===== config.mk =====
export PLATFORM = sky130hd
export DESIGN_NAME = param_shift_reg
export DESIGN_NICKNAME = d
export VERILOG_FILES = /design/src/rtl/shift_pkg.sv /design/src/rtl/shift_step.sv /design/src/rtl/param_shift_reg.sv
export SDC_FILE = /design/constraint.sdc
export NUM_CORES = 1
export LEC_CHECK = 0
export ABC_AREA = 1
export BUFFER_PORTS_ARGS = -buffer_cell sky130_fd_sc_hd__buf_2
export CORE_ASPECT_RATIO = 1.2
export CORE_UTILIZATION = 30
export DETAILED_ROUTE_END_ITERATION = 6
export PLACE_DENSITY_LB_ADDON = 0.12
export SETUP_SLACK_MARGIN = 0.2
export SYNTH_ARGS = -nofsm -noshare
export SYNTH_HDL_FRONTEND = slang
export SYNTH_SLANG_ARGS = --single-unit

===== constraint.sdc =====
create_clock -name clk -period 1.6 [get_ports clk]
set_input_delay 0.16 -clock clk [delete_from_list [all_inputs] [get_ports clk]]
set_output_delay 0.16 -clock clk [all_outputs]
set_load 0.02 [all_outputs]

===== src/rtl/shift_pkg.sv =====
// Shared encodings for the parametrised shift register: shift modes,
// directions and the controller state enum.
package shift_pkg;

  localparam logic [1:0] SH_LOGIC  = 2'b00;
  localparam logic [1:0] SH_ARITH  = 2'b01;
  localparam logic [1:0] SH_ROT    = 2'b10;
  localparam logic [1:0] SH_SERIAL = 2'b11;

  localparam logic SH_RIGHT = 1'b0;
  localparam logic SH_LEFT  = 1'b1;

  typedef enum logic [1:0] {
    IDLE  = 2'd0,
    SHIFT = 2'd1,
    DONE  = 2'd2
  } state_e;

endpackage


===== src/rtl/shift_step.sv =====
// Purely combinational single-position shift: produces the next register
// value and the bit that leaves the register on this step.
module shift_step
  import shift_pkg::*;
#(
  parameter int WIDTH = 8
) (
  input  logic [WIDTH-1:0] q_i,
  input  logic             dir_i,
  input  logic [1:0]       mode_i,
  input  logic             ser_in_i,
  output logic [WIDTH-1:0] q_o,
  output logic             exit_o
);

  logic exit_bit;
  logic fill;

  always_comb begin
    // NOTE: every variable gets a value before any branch, so no path can infer a latch.
    exit_bit = (dir_i == SH_LEFT) ? q_i[WIDTH-1] : q_i[0];
    fill     = 1'b0;
    case (mode_i)
      SH_ARITH:  fill = (dir_i == SH_RIGHT) ? q_i[WIDTH-1] : 1'b0;
      SH_ROT:    fill = exit_bit;
      SH_SERIAL: fill = ser_in_i;
      default:   fill = 1'b0;
    endcase
  end

  assign q_o    = (dir_i == SH_LEFT) ? {q_i[WIDTH-2:0], fill} : {fill, q_i[WIDTH-1:1]};
  assign exit_o = exit_bit;

endmodule


===== src/rtl/param_shift_reg.sv =====
// WIDTH-bit multi-mode shift register with a busy/done handshake, shifting
// one position per clock. Define SHIFT_STICKY_EN to build the sticky accumulator.
module param_shift_reg
  import shift_pkg::*;
#(
  parameter int WIDTH = 8,
  parameter int CNT_W = $clog2(WIDTH + 1)
) (
  input  logic             clk,
  input  logic             reset,
  input  logic             load,
  input  logic [WIDTH-1:0] load_val,
  input  logic             start,
  input  logic [CNT_W-1:0] shamt,
  input  logic             dir,
  input  logic [1:0]       mode,
  input  logic             ser_in,
  output logic [WIDTH-1:0] q,
  output logic             ser_out,
  output logic             busy,
  output logic             done,
  output logic             sticky
);

  state_e           state_q;
  logic [WIDTH-1:0] q_q;
  logic [WIDTH-1:0] step_d;
  logic             exit_bit;
  logic [CNT_W-1:0] cnt_q;
  logic [CNT_W-1:0] amt_d;
  logic             dir_q;
  logic [1:0]       mode_q;
  logic             ser_out_q;
  logic             busy_q;
  logic             done_q;
  logic             accept_start;

  assign accept_start = (state_q == IDLE) && start && !load;
  assign amt_d        = (shamt > CNT_W'(WIDTH)) ? CNT_W'(WIDTH) : shamt;

  shift_step #(.WIDTH(WIDTH)) u_step (
    .q_i      (q_q),
    .dir_i    (dir_q),
    .mode_i   (mode_q),
    .ser_in_i (ser_in),
    .q_o      (step_d),
    .exit_o   (exit_bit)
  );

  // NOTE: state is updated with non-blocking assignments so every register samples pre-edge values.
  always_ff @(posedge clk or posedge reset) begin
    if (reset) begin
      state_q   <= IDLE;
      q_q       <= '0;
      cnt_q     <= '0;
      dir_q     <= SH_RIGHT;
      mode_q    <= SH_LOGIC;
      ser_out_q <= 1'b0;
      busy_q    <= 1'b0;
      done_q    <= 1'b0;
    end else begin
      case (state_q)
        IDLE: begin
          if (load) begin
            q_q <= load_val;
          end else if (accept_start) begin
            dir_q  <= dir;
            mode_q <= mode;
            cnt_q  <= amt_d;
            if (amt_d == '0) begin
              state_q <= DONE;
              done_q  <= 1'b1;
            end else begin
              state_q <= SHIFT;
              busy_q  <= 1'b1;
            end
          end
        end
        SHIFT: begin
          q_q       <= step_d;
          ser_out_q <= exit_bit;
          cnt_q     <= cnt_q - CNT_W'(1);
          if (cnt_q == CNT_W'(1)) begin
            state_q <= DONE;
            busy_q  <= 1'b0;
            done_q  <= 1'b1;
          end
        end
        DONE: begin
          done_q  <= 1'b0;
          state_q <= IDLE;
        end
        default: state_q <= IDLE;
      endcase
    end
  end

`ifdef SHIFT_STICKY_EN
  logic sticky_q;

  // Accumulates every bit that leaves the register during the current operation.
  always_ff @(posedge clk or posedge reset) begin
    if (reset) begin
      sticky_q <= 1'b0;
    end else if (accept_start) begin
      sticky_q <= 1'b0;
    end else if (state_q == SHIFT) begin
      sticky_q <= sticky_q | exit_bit;
    end
  end

  assign sticky = sticky_q;
`else
  assign sticky = 1'b0;
`endif

  assign q       = q_q;
  assign ser_out = ser_out_q;
  assign busy    = busy_q;
  assign done    = done_q;

endmodule


==> metrics <==
CP endpoint kind=register; internal power=roughly 1.5 mW; EDFF count, synth=0; dpl hpwl=1990 um; die width=a little under 60 um; data arrival time of the worst path=approximately 1.4 ns; compound-cell area share of the yosys netlist=0.170; Final Util=0.388; outcome=completed; Tcrit/Tclk final=0.784; Clock power frac=0.113; max-capacitance violation count=0; Finished Layout Cells=~240; Worst setup SP type=register; Yosys top cell by area=dfrtp_1; Core Area=0.00366 mm^2; Std-Cell Rows=24; GR Overflow Total=0; post-route setup slack=approximately 0.35 ns; Num CTS Buffers=3; overall die area=a little over 0.004 mm^2; Vias/cell=between 4 and 5; most frequent cell after synthesis=nand2_1; internal reg-to-reg setup slack=0.35 ns; Place WS=0.267 ns; Worst setup startpoint=state_q[1]$_DFFE_PP0P_; Reg clk slew, reported paths=0.07 ns; GRT Total Usage=0.142; initial antenna violation count=0; min cycle time layout=1.25 ns; first-pass GRT wire length=approximately 4600 um; H-Tree Depth=1; Logic pwr share=0.558; clk root buf=clkbuf_8; Iteration-0 DRC Markers=20; post-CTS setup buffers=0; Starting Density=0.317; diode count=0; clock sink total=20; VDD IR max=around 740 uV; Final Hold Vio Count=0; hold_sp=load_val[2]; Synth-to-Final Area Change=22.3%; I/O Buffers=30; fin area=approximately 0.0014 mm^2; remaining antenna violation count after routing=0; Routability Congestion=0.761; vias in the first global route=between 1000 and 1500; skew final=between 0.005 and 0.006 ns; Clk Latency, worst-skew pair=between 0.2 and 0.3 ns; max-slew violations=0; total power=around 2.9 mW; # placed instances=approximately 230; register area=500 um^2; largest family of logic cells by synthesized area=simple AND/OR/NAND/NOR gates; ys async rst share=1.00; P_leak=between 0.6 and 0.7 nW; FF+latch count, synth=20; CTS max path bufs=2; Yosys cell types=24; fill cell count=419; worst hold slack=0.162 ns; Setup-failing EPs final=0; WS Path Type=reg2reg; Mapped Area=0.00116 mm^2; largest net degree at the start of global routing=21; NumNets Final=between 200 and 250; Simple-Gate Fraction of Synth Area=0.280; Synth Instances=152; Hold WC Path Type=in2reg; Die Y=roughly 70 um; Flop pwr share=0.329; syn nets=approximately 170; Cell Area, Placed=0.00136 mm^2; Synth Area in XOR/XNOR=0; DRC viols=0; Primary FF master, synth=dfrtp_1; Fmax=approximately 800 MHz; Data required, critical path=roughly 1.8 ns; post-synthesis mux area share=0; 1st-pass router iterations=4; top-area cell type share of the netlist area=0.431; Psw=1.39 mW; commonest cells in the synthesized netlist=nand2_1 (40), dfrtp_1 (20), a21oi_1 (13), inv_1 (13), nor2_1 (13); Seq/Total Area, Yosys=0.431; synth top area cells=dfrtp_1 (43%), nand2_1 (13%), a21oi_1 (5.6%), nand3_1 (4.3%), inv_1 (4.2%); Cell Pwr Density=between 2000 and 2500 mW/mm^2; Syn Area/Cell=7.65 um^2; Crit Reg-Reg Startpoint=state_q[1]$_DFFE_PP0P_; Multi-input gate area=about 560 um^2; Post-Route WL=2530 um; RSZ-0062 raised after global routing=no; switching share of power=0.482; TritonCTS clock tree=done; routed vias=approximately 1100; share of cells above drive strength 1=0.276; synth warn=0; worst-path fanout max=8; synthesized-area fraction occupied by adder cells=0.0215; Setup TNS Final=0 ns; DR WL/cell=between 10 and 15 um; io pins=32
-- layout by cell type (no fill, tap or decap) --
master          n
nand2_1        40
buf_2          30
dfrtp_1        20
inv_1          13
nor2_1         13
a21oi_1        13
nand3_1        10
o21ai_1         9
o21ai_0         6
a21oi_2         5
buf_4           4
nand4_1         3
clkbuf_8        3
nor2_4          2
nand2_2         2
ha_1            2
clkinv_1        1
nand3_4         1
inv_2           1
clkinv_2        1
inv_4           1
nand3_2         1
o21a_1          1
a31oi_1         1
conb_1          1
dlygate4sd3_1   1
-- cells by family after synthesis --
kind of cell / Yosys count
buf+inv: 22
fa+ha+maj: 2
flops: 20
simple gates: 72
other cells: 1
compound gates: 35
-- power by group through the flow --
stage	clock network [mW]	logic (mW)	registers (mW)
6_report	0.326	1.60	0.946
5_1_grt	0.365	1.86	0.993
4_1_cts	0.344	1.63	0.944
3_5_place_dp	0	1.62	0.952
3_3_place_gp	0	1.60	0.949
2_1_floorplan	0	1.12	1.08
-- worst max-delay path: stages, from the launching register on --
cell	delay [ns]
dfrtp_1	0.45
nor2_4	0.20
nand3_4	0.13
nand2_2	0.11
nand2_2	0.07
clkinv_2	0.09
nand2_1	0.05
o21ai_0	0.07
-- sequential cells by signal (all words and copies together) (netlist names) --
signal,flops
busy,1
q,8
state_q,2
done,1
dir_q,1
cnt_q,4
mode_q,2
ser_out,1
-- cell type report --
cell class                      count  area share
Timing Repair Buffer               35       0.134
Tap cell                           52      0.0458
Sequential cell                    20       0.352
Inverter                           17      0.0475
Multi-Input combinational cell    110       0.392
Clock buffer                        3      0.0290
-- metal layers --
layer | vias to the layer above | share of wire | GRT usage
li1 | 558 | - | -
met1 | 521 | 0.44 | 0.180
met2 | 21 | 0.51 | 0.239
met3 | 2 | 0.039 | 0.0259
met4 | 0 | 0.0047 | 0.0450
met5 | - | 0 | 0
-- what timing repair did --
| action | CTS | global route |
|---|---|---|
| resized for setup | 0 | 3 |
| hold buffers | 1 | 0 |
| hold endpoints to repair | 20 | 0 |
| endpoints found under the setup margin | 0 | 6 |
-- final timing paths --
| check | end | depth (start not counted) |
|---|---|---|
| min in group asynchronous | cnt_q[2]$_DFFE_PP0P_ | 4 |
| hold / removal | q[2]$_DFFE_PP0P_ | 3 |
| max in group asynchronous | ser_out$_DFFE_PP0P_ | 4 |
| hold reg to reg | done$_DFFE_PP0P_ | 2 |
| setup reg to reg | cnt_q[1]$_DFFE_PP0P_ | 7 |
| setup / recovery | cnt_q[1]$_DFFE_PP0P_ | 7 |
No activity file was read; power rests on OpenSTA's default activity.
